==> src/rtl/stopwatch_bcd_counter_pkg.sv <==
// Shared types and constants for the mm:ss.cc stopwatch counter.
package stopwatch_bcd_counter_pkg;

   localparam int unsigned DIGIT_W    = 4;
   localparam int unsigned NUM_DIGITS = 6;
   localparam int unsigned DISP_W     = DIGIT_W * NUM_DIGITS;

   localparam logic [1:0] ENC_IDLE = 2'd0;
   localparam logic [1:0] ENC_RUN  = 2'd1;
   localparam logic [1:0] ENC_STOP = 2'd2;

   typedef enum logic [1:0] {
      ST_IDLE = ENC_IDLE,
      ST_RUN  = ENC_RUN,
      ST_STOP = ENC_STOP
   } state_t;

   typedef logic [DIGIT_W-1:0] bcd_t;
   typedef logic [DISP_W-1:0]  disp_t;

   localparam bcd_t  LIM_ONES = 4'd9;
   localparam bcd_t  LIM_TENS = 4'd5;
   localparam disp_t MAX_TIME = 24'h595999;

   // Digit positions within the display word, least significant first.
   localparam int unsigned DIG_CS_O  = 0;
   localparam int unsigned DIG_CS_T  = 1;
   localparam int unsigned DIG_SEC_O = 2;
   localparam int unsigned DIG_SEC_T = 3;
   localparam int unsigned DIG_MIN_O = 4;
   localparam int unsigned DIG_MIN_T = 5;

endpackage

==> src/rtl/stopwatch_bcd_counter_if.sv <==
// Button/tick inputs and display outputs of the stopwatch counter.
interface stopwatch_bcd_counter_if;
   import stopwatch_bcd_counter_pkg::*;

   logic  tick_10ms;
   logic  btn_start_stop;
   logic  btn_clear;
   logic  btn_lap;
   disp_t digits;
   logic  running;
   logic  lap_active;
   logic  overflow;

   modport master (
      output tick_10ms, btn_start_stop, btn_clear, btn_lap,
      input  digits, running, lap_active, overflow
   );

   modport slave (
      input  tick_10ms, btn_start_stop, btn_clear, btn_lap,
      output digits, running, lap_active, overflow
   );

endinterface

==> src/rtl/stopwatch_bcd_counter_bcd_digit.sv <==
// One BCD digit of the cascade: counts 0..LIMIT on inc, carries out when wrapping.
module stopwatch_bcd_counter_bcd_digit
   import stopwatch_bcd_counter_pkg::*;
#(
   parameter bcd_t LIMIT = LIM_ONES
) (
   input  logic clk,
   input  logic reset,
   input  logic clr,
   input  logic inc,
   output bcd_t q,
   output logic carry
);

   bcd_t q_nxt;

   always_comb begin
      q_nxt = q;
      if (clr) begin
         q_nxt = '0;
      end else if (inc) begin
         q_nxt = (q == LIMIT) ? '0 : q + 4'd1;
      end
   end

   always_ff @(posedge clk) begin
      if (reset) begin
         q <= '0;
      end else begin
         q <= q_nxt;
      end
   end

   assign carry = inc & (q == LIMIT);

endmodule

==> src/rtl/stopwatch_bcd_counter.sv <==
// Stopwatch core: button edge detect, run/stop/clear FSM, lap freeze and the
// six-digit BCD mm:ss.cc counter driven by the 10 ms tick.
module stopwatch_bcd_counter
   import stopwatch_bcd_counter_pkg::*;
#(
   parameter bit WRAP_EN = 1'b1
) (
   input  logic                   clk,
   input  logic                   reset,
   stopwatch_bcd_counter_if.slave sw
);

   logic   ss_q, clr_q, lap_q;
   logic   ss_rise, clr_rise, lap_rise;
   state_t state;
   logic   running_r, lap_active_r, overflow_r;
   disp_t  count, snapshot;
   logic   count_en, at_max, hold_stop, clr_count;
   logic [NUM_DIGITS-1:0] carry;

   // History keeps following the buttons during reset so a held button
   // does not produce a spurious edge when reset is released.
   always_ff @(posedge clk) begin
      ss_q  <= sw.btn_start_stop;
      clr_q <= sw.btn_clear;
      lap_q <= sw.btn_lap;
   end

   assign ss_rise  = sw.btn_start_stop & ~ss_q;
   assign clr_rise = sw.btn_clear      & ~clr_q;
   assign lap_rise = sw.btn_lap        & ~lap_q;

   assign count_en  = sw.tick_10ms & (state == ST_RUN);
   assign at_max    = (count == MAX_TIME);
   assign hold_stop = count_en & at_max & ~WRAP_EN;
   assign clr_count = clr_rise & (state != ST_RUN);

   always_ff @(posedge clk) begin
      if (reset) begin
         state        <= ST_IDLE;
         running_r    <= 1'b0;
         lap_active_r <= 1'b0;
         snapshot     <= '0;
      end else begin
         unique case (state)
            ST_IDLE, ST_STOP: begin
               if (clr_rise) begin
                  state        <= ST_IDLE;
                  running_r    <= 1'b0;
                  lap_active_r <= 1'b0;
               end else if (ss_rise) begin
                  state     <= ST_RUN;
                  running_r <= 1'b1;
               end
            end
            ST_RUN: begin
               // Lap snapshot takes the pre-tick count, even when stopping on the same edge.
               if (lap_rise) begin
                  if (lap_active_r) begin
                     lap_active_r <= 1'b0;
                  end else begin
                     snapshot     <= count;
                     lap_active_r <= 1'b1;
                  end
               end
               if (ss_rise || hold_stop) begin
                  state     <= ST_STOP;
                  running_r <= 1'b0;
               end
            end
            default: begin
               state     <= ST_IDLE;
               running_r <= 1'b0;
            end
         endcase
      end
   end

   // With wrap enabled the top carry is exactly the tick-at-maximum event.
   always_ff @(posedge clk) begin
      if (reset) begin
         overflow_r <= 1'b0;
      end else begin
         overflow_r <= WRAP_EN ? carry[DIG_MIN_T] : (count_en & at_max);
      end
   end

   stopwatch_bcd_counter_bcd_digit #(.LIMIT(LIM_ONES)) u_cs_o (
      .clk   (clk),
      .reset (reset),
      .clr   (clr_count),
      .inc   (count_en & ~hold_stop),
      .q     (count[DIG_CS_O*DIGIT_W +: DIGIT_W]),
      .carry (carry[DIG_CS_O])
   );

   stopwatch_bcd_counter_bcd_digit #(.LIMIT(LIM_ONES)) u_cs_t (
      .clk   (clk),
      .reset (reset),
      .clr   (clr_count),
      .inc   (carry[DIG_CS_O]),
      .q     (count[DIG_CS_T*DIGIT_W +: DIGIT_W]),
      .carry (carry[DIG_CS_T])
   );

   stopwatch_bcd_counter_bcd_digit #(.LIMIT(LIM_ONES)) u_sec_o (
      .clk   (clk),
      .reset (reset),
      .clr   (clr_count),
      .inc   (carry[DIG_CS_T]),
      .q     (count[DIG_SEC_O*DIGIT_W +: DIGIT_W]),
      .carry (carry[DIG_SEC_O])
   );

   stopwatch_bcd_counter_bcd_digit #(.LIMIT(LIM_TENS)) u_sec_t (
      .clk   (clk),
      .reset (reset),
      .clr   (clr_count),
      .inc   (carry[DIG_SEC_O]),
      .q     (count[DIG_SEC_T*DIGIT_W +: DIGIT_W]),
      .carry (carry[DIG_SEC_T])
   );

   stopwatch_bcd_counter_bcd_digit #(.LIMIT(LIM_ONES)) u_min_o (
      .clk   (clk),
      .reset (reset),
      .clr   (clr_count),
      .inc   (carry[DIG_SEC_T]),
      .q     (count[DIG_MIN_O*DIGIT_W +: DIGIT_W]),
      .carry (carry[DIG_MIN_O])
   );

   stopwatch_bcd_counter_bcd_digit #(.LIMIT(LIM_TENS)) u_min_t (
      .clk   (clk),
      .reset (reset),
      .clr   (clr_count),
      .inc   (carry[DIG_MIN_O]),
      .q     (count[DIG_MIN_T*DIGIT_W +: DIGIT_W]),
      .carry (carry[DIG_MIN_T])
   );

   assign sw.digits     = lap_active_r ? snapshot : count;
   assign sw.running    = running_r;
   assign sw.lap_active = lap_active_r;
   assign sw.overflow   = overflow_r;

endmodule

==> src/flat_wrapper.sv <==
// flat-port wrapper written by rule: the top's interface ports become plain ports
module stopwatch_bcd_counter_flat import stopwatch_bcd_counter_pkg::*;
#(
   parameter bit WRAP_EN = 1'b1
)
  (clk, reset, sw_tick_10ms, sw_btn_start_stop, sw_btn_clear, sw_btn_lap, sw_digits, sw_running, sw_lap_active, sw_overflow);
  stopwatch_bcd_counter_if sw_i ();
  input  logic clk;
  input  logic reset;
  input wire logic [$bits(sw_i.tick_10ms)-1:0] sw_tick_10ms;
  input wire logic [$bits(sw_i.btn_start_stop)-1:0] sw_btn_start_stop;
  input wire logic [$bits(sw_i.btn_clear)-1:0] sw_btn_clear;
  input wire logic [$bits(sw_i.btn_lap)-1:0] sw_btn_lap;
  output wire logic [$bits(sw_i.digits)-1:0] sw_digits;
  output wire logic [$bits(sw_i.running)-1:0] sw_running;
  output wire logic [$bits(sw_i.lap_active)-1:0] sw_lap_active;
  output wire logic [$bits(sw_i.overflow)-1:0] sw_overflow;
  assign sw_i.tick_10ms = sw_tick_10ms;
  assign sw_i.btn_start_stop = sw_btn_start_stop;
  assign sw_i.btn_clear = sw_btn_clear;
  assign sw_i.btn_lap = sw_btn_lap;
  assign sw_digits = sw_i.digits;
  assign sw_running = sw_i.running;
  assign sw_lap_active = sw_i.lap_active;
  assign sw_overflow = sw_i.overflow;
  stopwatch_bcd_counter #(.WRAP_EN(WRAP_EN)) u_core (.clk(clk), .reset(reset), .sw(sw_i));
endmodule
==> config.mk <==
export PLATFORM = sky130hd
export DESIGN_NAME = stopwatch_bcd_counter_flat
export DESIGN_NICKNAME = d
export VERILOG_FILES = /design/src/rtl/stopwatch_bcd_counter_pkg.sv /design/src/rtl/stopwatch_bcd_counter_if.sv /design/src/rtl/stopwatch_bcd_counter_bcd_digit.sv /design/src/rtl/stopwatch_bcd_counter.sv /design/src/flat_wrapper.sv
export SDC_FILE = /design/constraint.sdc
export NUM_CORES = 1
export LEC_CHECK = 0
export CORE_MARGIN = 2
export CORE_UTILIZATION = 59
export CTS_CLUSTER_SIZE = 14
export DETAILED_ROUTE_END_ITERATION = 16
export HOLD_SLACK_MARGIN = 0.02
export PLACE_DENSITY = 0.84
export SETUP_SLACK_MARGIN = 0.2
export SLEW_MARGIN = 5
export SYNTH_ARGS = -nofsm -noshare
export SYNTH_HDL_FRONTEND = slang
export SYNTH_SLANG_ARGS = --single-unit
==> constraint.sdc <==
create_clock -name clk -period 3.1 [get_ports clk]
set_clock_uncertainty 0.2 [all_clocks]
set_input_delay 0.465 -clock clk [delete_from_list [all_inputs] [get_ports clk]]
set_output_delay 0.465 -clock clk [all_outputs]
set_load 0.02 [all_outputs]
==> run summary <==
run status = finished clean
largest cells by area after synthesis = dfxtp_1 (42%), mux2i_1 (9.5%), mux2_2 (8.5%)
area share of the largest cell type after synthesis = 0.424
worst skew pair latency = 0.31 ns
Via density = 5.85
Tightest Hold Check Type = reg -> reg
TritonCTS clock tree = yes
CP Capture Type = primary output
worst r2r src = u_core.state[0]
worst path required time = 2.43 ns
Pwr Density = 381 nW/um2
final period utilization = 0.851
detailed-route via count = 2163
row count = 24
Die Y = 70.9 um
Hold EP = u_core.u_cs_t.q[1]
top_reg_cell synth = dfxtp_1
Max VDD drop = 0.289 mV
Final Hold Viols = 0
CTS sink cnt = 56
worst-path cell chain = buf_12 > mux2_2 > clkdlybuf4s50_1
hold depth = 2
Final #Nets = 323
Post-synth EDFFs = 0
max incr delay on CP = 0.55 ns
reg2reg end = u_core.u_min_o.q[3]
dpl hpwl = 3.65 mm
Synth-to-Final Area Change = 17.8%
final WL = 5.38 mm
#FFs+latches synth = 56
Pins Over Slew Limit = 0
Tot Pwr = 1.19 mW
critical hold path startpoint = u_core.u_cs_t.q[1]
number of max-cap violations = 0
clock slew at reported path FFs = 0.10 ns
n_diodes = 0
CP startpoint = u_core.sw.lap_active
Mapped Nets = 293
antenna violations before repair = 0
CTS max path bufs = 2
effective utilization at floorplan = 0.611
Seq/Total Area, Yosys = 0.424
cell count of the worst reg-to-reg path = 4
Max stage delay cell, worst path = dfxtp_2
placed cells = 362
post-synth cell types = 44
vias in the first global route = 2056
io pins = 33
Remaining DRCs = 0
post-layout min period = 2.64 ns
remaining antenna violation count after routing = 0
Num CTS Buffers = 5
Buffers on Ports = 32
Worst Tran Pin Value = 0.544 ns
Core Util, Final = 0.720
Slew HR = 0.638
Die Footprint = 5030 um2
share of post-route cells with drive strength above 1 = 0.123
syn avg cell area = 9.21 um2
Crit path arrival time = 1.97 ns
setup TNS = 0 ns
Root Buffer = clkbuf_8
maximum level of the CTS H-tree = 2
TritonRoute pass-1 iters = 4
routability cong. = 0.829
Switching Fraction = 0.222
RSZ-0062 raised after global routing = no
gr ovfl total = 0
Comb pwr share = 0.043
crit-path max FO = 18
Cell Area, Synth = 2640 um2
Yosys top cell by area = dfxtp_1
R2R Setup Slk = 1.09 ns
Clk pwr share = 0.344
fmax = 379 MHz
Lkg Pwr = 1.08 nW
WL per Instance = 14.5 um
Core Area = 4320 um2
Final Instance Count excl. Fillers = 370
async set-reset flop share out of synthesis = 0
die width = 70.9 um
gr usage total = 0.232
Flop pwr share = 0.613
DR iter-0 viols = 162
CP Launch Type = register
Worst Setup Path Type = reg -> out
Psw = 0.263 mW
global-route wire length before repair = 9.56 mm
Mapped Cells = 287
internal power = 0.922 mW
Synth Warn # = 0
final setup vio count = 0
pin count of the biggest net entering global routing = 31
==> cells in the mapped netlist (all sizes together), types with 4 or more instances <==
library cell / instances
nor2: 41
nor2b: 13
a21oi: 21
or4: 6
nand2: 15
o21ai: 15
nand2b: 4
clkbuf: 8
inv: 6
o31ai: 5
nand4: 5
mux2i: 25
or3: 4
nand3: 5
mux2: 20
dfxtp: 56
buf: 5
==> placed cells by master, fill, tap and decap left out, types with 4 or more instances in the layout <==
cell / instances
o21ai_0: 15
or4_1: 6
a21oi_1: 21
clkbuf_8: 6
dfxtp_1: 55
nand3_1: 5
mux2_2: 20
mux2i_1: 25
inv_1: 6
o31ai_1: 5
nand4_1: 4
or3_1: 4
nor2b_1: 13
nand2b_1: 4
clkdlybuf4s50_1: 32
nor2_1: 41
nand2_1: 15
==> layout make-up <==
| cell class | instances | area (um2) |
|---|---|---|
| Multi-Input combinational cell | 212 | 1450 |
| Clock inverter | 2 | 10.0 |
| Fill cell | 344 | 1210 |
| Clock buffer | 6 | 82.6 |
| Inverter | 6 | 22.5 |
| Sequential cell | 56 | 1120 |
| Timing Repair Buffer | 36 | 363 |
| Tap cell | 52 | 65.1 |
==> power by group through the flow <==
stage / clock (mW) / combinational (mW) / sequential (mW)
2_1_floorplan: 0 / 0.0309 / 0.743
5_1_grt: 0.448 / 0.0557 / 0.727
6_report: 0.408 / 0.0510 / 0.726
3_3_place_gp: 0 / 0.0503 / 0.743
3_5_place_dp: 0 / 0.0511 / 0.743
4_1_cts: 0.419 / 0.0513 / 0.726
==> layer usage <==
metal,global-route usage,routed length (um),vias up
met3,0.0541,188,6
met4,0.0797,78,0
met2,0.383,2550,44
met1,0.301,2560,1029
li1,-,-,1084
met5,0,0,-
==> registers in the layout, summed over array words and instances (netlist names), 2 cells and up <==
register          count
u_core.u_cs_t.q       4
u_core.u_sec_t.q      4
u_core.u_sec_o.q      4
u_core.u_min_o.q      4
u_core.state          2
u_core.u_min_t.q      4
u_core.u_cs_o.q       4
u_core.snapshot      24
==> cell families after synthesis <==
| group | Yosys count | share of synthesized area |
|---|---|---|
| flops | 56 | 0.424 |
| compound gates | 50 | 0.111 |
| xor+xnor | 3 | 0.00994 |
| buf+inv | 19 | 0.0303 |
| mux | 45 | 0.180 |
| simple gates | 114 | 0.245 |
==> critical path: cells and delay by family, from the launching register on <==
family | cells | cell delay (ns)
buffers and inverters | 2 | 0.74
muxes | 1 | 0.36
DFF | 1 | 0.55
==> per-stage QoR <==
stage / cell area (um2) / setup slack, ns / hold slack (ns)
4_1_cts: 3110 / 0.217 / 0.289
3_3_place_gp: 3020 / 0.566 / 0.266
5_1_grt: 3110 / 0.372 / 0.330
3_5_place_dp: 3020 / 0.519 / 0.275
6_report: 3110 / 0.463 / 0.286
2_1_floorplan: 2640 / 1.18 / 0.254
==> worst max path at each step <==
stage | to | cells past startpoint
5_1_grt | sw_digits[16] | 3
3_5_place_dp | u_core.u_min_t.q[3] | 5
6_report | sw_digits[16] | 3
4_1_cts | sw_digits[16] | 3
3_3_place_gp | u_core.u_min_o.q[3] | 5
2_1_floorplan | sw_digits[0] | 2
==> what timing repair did <==
action / 4_1_cts / 5_1_grt
setup endpoints to repair: 0 / 12
setup buffers: 0 / 0
hold buffers: 0 / 0
gates resized for setup: 0 / 1
(Power assumes the default switching activity.)
